[src/rtl/alu_cmd_queue.sv]
// Command FIFO in front of the 4-bit ALU: rising edges on push_key enqueue
// {func, a}, rising edges on step_key pop one entry and pulse exec.
module alu_cmd_queue #(
  parameter int DEPTH = 4,
  parameter int PTR_W = 2
) (
  input  logic             clk,
  input  logic             reset,
  input  logic             push_key,
  input  logic             step_key,
  input  logic [6:0]       cmd_in,
  output logic [3:0]       op_a,
  output logic [2:0]       op_func,
  output logic             exec,
  output logic [PTR_W:0]   count,
  output logic             empty,
  output logic             full,
  output logic             overflow,
  output logic             underflow
);

  localparam logic [PTR_W:0]   FULL_CNT = (PTR_W+1)'(DEPTH);
  localparam logic [PTR_W:0]   CNT_ONE  = (PTR_W+1)'(1);
  localparam logic [PTR_W-1:0] PTR_ONE  = PTR_W'(1);

  logic [6:0]       mem_q [DEPTH];
  logic [PTR_W-1:0] wr_ptr_q, wr_ptr_d, rd_ptr_q, rd_ptr_d;
  logic [PTR_W:0]   count_q, count_d;
  logic [3:0]       op_a_q, op_a_d;
  logic [2:0]       op_func_q, op_func_d;
  logic             exec_q, exec_d;
  logic             overflow_q, overflow_d, underflow_q, underflow_d;
  logic             push_key_q, step_key_q;
  logic             push_p, step_p, do_push, do_pop, is_empty, is_full;

  always_comb begin
    push_p   = push_key & ~push_key_q;
    step_p   = step_key & ~step_key_q;
    is_empty = (count_q == '0);
    is_full  = (count_q == FULL_CNT);
    do_pop   = step_p & ~is_empty;
    // A simultaneous pop frees the head slot, so a push into a full queue still fits.
    do_push  = push_p & (~is_full | do_pop);

    wr_ptr_d    = do_push ? wr_ptr_q + PTR_ONE : wr_ptr_q;
    rd_ptr_d    = do_pop  ? rd_ptr_q + PTR_ONE : rd_ptr_q;
    count_d     = count_q;
    if (do_push && !do_pop) count_d = count_q + CNT_ONE;
    if (do_pop && !do_push) count_d = count_q - CNT_ONE;

    op_a_d      = op_a_q;
    op_func_d   = op_func_q;
    if (do_pop) {op_func_d, op_a_d} = mem_q[rd_ptr_q];
    exec_d      = do_pop;
    overflow_d  = overflow_q  | (push_p & ~do_push);
    underflow_d = underflow_q | (step_p & is_empty);
  end

  always_ff @(posedge clk) begin
    if (reset) begin
      wr_ptr_q    <= '0;
      rd_ptr_q    <= '0;
      count_q     <= '0;
      op_a_q      <= '0;
      op_func_q   <= '0;
      exec_q      <= 1'b0;
      overflow_q  <= 1'b0;
      underflow_q <= 1'b0;
      // Held keys must not look like fresh presses once reset releases.
      push_key_q  <= 1'b1;
      step_key_q  <= 1'b1;
    end else begin
      wr_ptr_q    <= wr_ptr_d;
      rd_ptr_q    <= rd_ptr_d;
      count_q     <= count_d;
      op_a_q      <= op_a_d;
      op_func_q   <= op_func_d;
      exec_q      <= exec_d;
      overflow_q  <= overflow_d;
      underflow_q <= underflow_d;
      push_key_q  <= push_key;
      step_key_q  <= step_key;
    end
  end

  always_ff @(posedge clk) begin
    if (do_push && !reset) mem_q[wr_ptr_q] <= cmd_in;
  end

  assign op_a      = op_a_q;
  assign op_func   = op_func_q;
  assign exec      = exec_q;
  assign count     = count_q;
  assign empty     = is_empty;
  assign full      = is_full;
  assign overflow  = overflow_q;
  assign underflow = underflow_q;

endmodule

[config.mk]
export PLATFORM = sky130hd
export DESIGN_NAME = alu_cmd_queue
export DESIGN_NICKNAME = d
export VERILOG_FILES = /design/src/rtl/alu_cmd_queue.sv
export SDC_FILE = /design/constraint.sdc
export NUM_CORES = 1
export LEC_CHECK = 0
export ABC_AREA = 1
export BUFFER_PORTS_ARGS = -buffer_cell sky130_fd_sc_hd__buf_2
export CORE_MARGIN = 2
export CORE_UTILIZATION = 56
export DETAILED_ROUTE_END_ITERATION = 16
export PLACE_DENSITY = 0.78
export SETUP_SLACK_MARGIN = 0.3
export SYNTH_ARGS = -nofsm -noshare
export SYNTH_HDL_FRONTEND = slang
export SYNTH_SLANG_ARGS = --single-unit
[constraint.sdc]
create_clock -name clk -period 2.3 [get_ports clk]
set_clock_uncertainty 0.2 [all_clocks]
set_input_delay 0.46 -clock clk [delete_from_list [all_inputs] [get_ports clk]]
set_output_delay 0.46 -clock clk [all_outputs]
set_load 0.1 [all_outputs]
* After elaboration in Yosys (flattened, before gate mapping)
Memory sizes are Yosys's and may differ from the RTL's. A register that Yosys moved wholly into a read port is not among the register bits.
Cells that the tools add are included.
** Word-level totals
- Memories :: 1
- Register bits after elaboration :: 12
- Word-level logic and storage cells :: 40
- Input bits :: 11
- RAM bits :: 28
- Output and inout bits :: 15
** Operators by class
- Reduce and logical (&&, ||, !) cells :: 8
- Add/subtract/negate cells :: 4
- Bitwise operators :: 14
- Equal/unequal tests :: 1
- Mux-type cells :: 4
** Memory list
- mem_q :: words 4, width 7, rd ports 1, clocked after Yosys merged registers in 1, write ports 1, line 26 : logic [6:0] mem_q [DEPTH];
** Operators with widths (number)
- AND 1 bit :: 6
- 2-to-1 mux 3 bit :: 2
- inverter 1 bit :: 5
- adder 2 x 1 -> 2 bit, second input constant :: 2
- adder 3 x 1 -> 3 bit, second input constant :: 1
- == test 3 bit, second input constant :: 1
- logical AND 1 bit :: 3
- logical NOT 1 bit :: 3
- logical NOT 3 bit :: 1
- OR 1 bit :: 3
- subtractor 3 x 1 -> 3 bit, second input constant :: 1
- 2-to-1 mux 1 bit :: 2
- nonzero test 2 bit :: 1

* Depth between registers and ports, before layout
- Depth in word-level cells :: 8
- Depth in mapped cells :: 9
- Depth with buffers taken out :: 9

* Worst setup path after synthesis
OpenSTA, ideal clock, no wires.
- Kind :: register -> register
- Start :: register count_q[0], in the netlist count[0]
- End :: memory mem_q[0][0] (enable)
- Library setup time :: 0.360 ns
- Clock period less this slack :: 2.910 ns
- Path buffers :: 0
- Arrival :: 2.350 ns
- Path slack :: -0.610 ns
- Required time :: 1.740 ns
- Stages on the path, launching flop included :: 7
- Cells stage by stage :: dfxtp_1 -> nor2_2 -> nand2_1 -> inv_1 -> nand2_2 -> nand3_1 -> nor2_1
** RTL lines
- start, declared :: line 28 : logic [PTR_W:0] count_q, count_d;
- start signal, assigned :: line 75 : count_q <= count_d;
- == test 3 bit :: line 40 : is_full = (count_q == FULL_CNT);
- net full :: line 17 : output logic full,
- inverter 1 bit :: line 43 : do_push = push_p & (~is_full | do_pop);
- OR 1 bit :: line 43
- AND 1 bit :: line 43
- logical AND 1 bit :: line 87 : if (do_push && !reset) mem_q[wr_ptr_q] <= cmd_in;
- 2-to-1 mux 1 bit :: line 87
- 2-to-1 mux 1 bit (not written as such) :: line 87
- end, declared :: line 26
The timed path passes the listed nets, and every way through them passes these cells.

* Worst setup path in the final report
- Start :: register count_q[0], in the netlist count[0]
- End :: output empty
** Between the ends
- Longest elaborated chain between the ends :: 1
** Ends and longest elaborated chain
- logical NOT 3 bit :: line 39 : is_empty = (count_q == '0);
- end, declared :: line 16 : output logic empty,
No other way between the ends.

==> results.tsv <==
metric	value	unit
p_total	0.001489	W
timing.rr.end	mem_q[0][4]$_DFFE_PP_	
finalCritPeriodShare	0.8221	
whs_path_depth	2	
cts_tree	done	
fin_tns_setup	0	ps
cap_violations	0	
hold_end	push_key_q$_SDFF_PP1_	
crit_type	flop to output port	
grt-ovfl-total	0	
seq_area_frac_synth	0.6313	
gp_congestion	0.7472	
worstPathMaxFanout	4	
ys_warn_count	0	
setup_viol	0	
clkSinkCount	47	
wl_per_cell	13.08	um
clockRootBuffer	clkbuf_4	
track_usage	0.1915	
syn_inst	181	
startpoint_type	flop	
clk_path_buf_depth	2	
p_leak	0.8714	nW
coreArea	3337	um^2
htreeDepth	2	
synth_area_leader_cell	edfxtp_1	
hp-class	input pin to flop	
r2r_cells	7	
die_w	62.77	um
routed-via-count	1297	
die_h	62.77	um
synth_top_area_frac	0.4347	
syn_to_final_growth	14.42	%
dieArea	3940	um^2
drc	0	
rows	21	
r2r_start	count[0]$_SDFFE_PP0P_	
ant_nets	0	
cpLargestDelayFamily	flip-flops	
hold_viol	0	
drtIter0Drc	60	
end_kind	output port	
drv_slew	0	
drt_wl_total	3348	um
finalCriticalPeriod	1891	ps
grt_first_pass_wirelength	5747	um
grt_pass1_vias	1289	
ios	26	
max_slew_margin	0.6328	
grt_setup_unrepaired	no	
critPathBufInv	2	
worstPathRequired	1640	ps
clock_latency	360	ps
slowest_stage	dfxtp_4	
synth_fp_nets	197	
nNetsFinal	225	
diodes	0	
fmax	528.9	MHz
fillerInstances	268	
firstDrtPassIters	4	
r2r_setup_slack	520	ps
vias_per_cell	5.066	
crit_path_cell_trace	nor2_4 -> nand2_2 -> inv_2 -> buf_12	
drive_gt1_frac	0.2714	
syn_area	1934	um^2
worstHoldStart	push_key	
p_per_area	672.8	nW/um^2
hpwl	2299	um
synth_area_leaders	edfxtp_1 43%, dfxtp_1 20%, nor2_1 7.8%, o21ai_0 5.2%, inv_1 3.5%	
initial_core_util	0.5797	
port_buffers	25	
yosysUniqueCellTypes	25	
postCtsHoldBufs	0	
slowest_delay	380	ps
grt_max_degree	17	
hold_slack	91.97	ps
cts_made_buffers	5	
path_clk_slew	130	ps
antenna_found_initial	0	
cp.arrival	1230	ps
worstMarginPinSlew	550.1	ps
synth-seq-cells	47	
peakVddDrop	0.4001	mV
avgSynthCellArea	10.69	um^2
status	complete, no violations	
## power breakdown
part | leakage (nW) | internal [W] | switching, W
Sequential | 0.409 | 0.000904 | 0.0000123
Combinational | 0.434 | 0.0000491 | 0.000149
Clock | 0.0282 | 0.000118 | 0.000256
## worst max-delay path by stage
stage / slack (ps) / cells after the start / endpoint / startpoint
floorplan: 50 / 6 / mem_q[0][0]$_DFFE_PP_ / count[0]$_SDFFE_PP0P_
global placement: 410 / 9 / count[2]$_SDFFE_PP0P_ / step_key
detailed placement: 320 / 9 / count[2]$_SDFFE_PP0P_ / step_key
CTS: 320 / 4 / full / count[0]$_SDFFE_PP0P_
global route: 330 / 4 / full / count[0]$_SDFFE_PP0P_
finish: 410 / 4 / empty / count[0]$_SDFFE_PP0P_
## metal layers
| metal | vias up | global-route usage | wire [um] |
|---|---|---|---|
| met4 | 0 | 0.05833 | 49 |
| met5 | - | 0 | 0 |
| met3 | 6 | 0.06486 | 160 |
| met1 | 600 | 0.2211 | 1420 |
| met2 | 31 | 0.3360 | 1718 |
| li1 | 660 | - | - |
## synthesized netlist by cell type (all sizes together)
cell and n:
nor2 42, edfxtp 28, o21ai 24, inv 21
dfxtp 19, nand2 13, a31oi 8, a21oi 6
nand3 6, buf 5, ha 4, nand4 2
bufbuf 1, fa 1, or2 1
## flip-flops by register name, indices dropped and copies added, names as in the netlist
name	flops
op_func	3
op_a	4
count	3
wr_ptr_q	2
mem_q	28
overflow	1
step_key_q	1
underflow	1
push_key_q	1
exec	1
rd_ptr_q	2
## worst reg2reg max path, cell delays in order (launching register included)
cell        delay [ps]
dfxtp_4            390
nor2_4              50
nand2_2            100
clkinvlp_4         120
buf_4              150
nand2_4             70
nand3_4            130
nor2_4             260
## metrics by stage
step | cell area (um^2) | util | setup WS, ps | cells
floorplan | 2004 | - | 45.58 | 181
finish | 2213 | 0.6633 | 409.1 | 256
global route | 2213 | 0.6633 | 331.2 | 256
CTS | 2188 | 0.6558 | 318.9 | 255
global placement | 2122 | 0.6359 | 409.7 | 247
detailed placement | 2122 | 0.6359 | 324.0 | 247
## cell usage in the layout (no fill, tap or decap)
cell        instances
nor2_1             36
buf_4               2
dfxtp_1            16
nand2_1             9
edfxtp_1           28
clkbuf_1            1
inv_1              16
clkinv_2            1
nor2_4              6
ha_1                4
o21ai_1             1
inv_2               3
buf_12              2
nand4_1             2
buf_2              23
fa_1                1
a31oi_1             8
o21ai_2             3
a21oi_1             6
inv_4               1
nand3_1             5
or2_2               1
clkbuf_4            5
clkinvlp_4          2
o21ai_0            20
dfxtp_4             3
nand3_4             1
nand2_2             2
nand2_4             2
## layout make-up
type	instances	area [um^2]	area share
flip-flops and latches	47	1232	0.5568
repair buffers	27	170.2	0.07688
multi-input cells	107	614.3	0.2776
well taps	46	57.56	0.02600
clock inverters	2	12.51	0.005653
clock buffers	6	41.29	0.01865
inverters	21	85.08	0.03844
## what timing repair did
item / in CTS / in global routing
setup endpoints to repair: 2 / 2
resized for setup: 4 / 5
setup buffers: 0 / 1
## cell families after synthesis
logic type | Yosys count | share of synthesized area
buffers and inverters | 27 | 0.07956
adder cells (fa/ha/maj) | 5 | 0.03622
AO/OA/AOI/OAI | 38 | 0.1093
flip-flops | 47 | 0.6313
AND/OR/NAND/NOR | 64 | 0.1436
(Power assumes the default switching activity.)
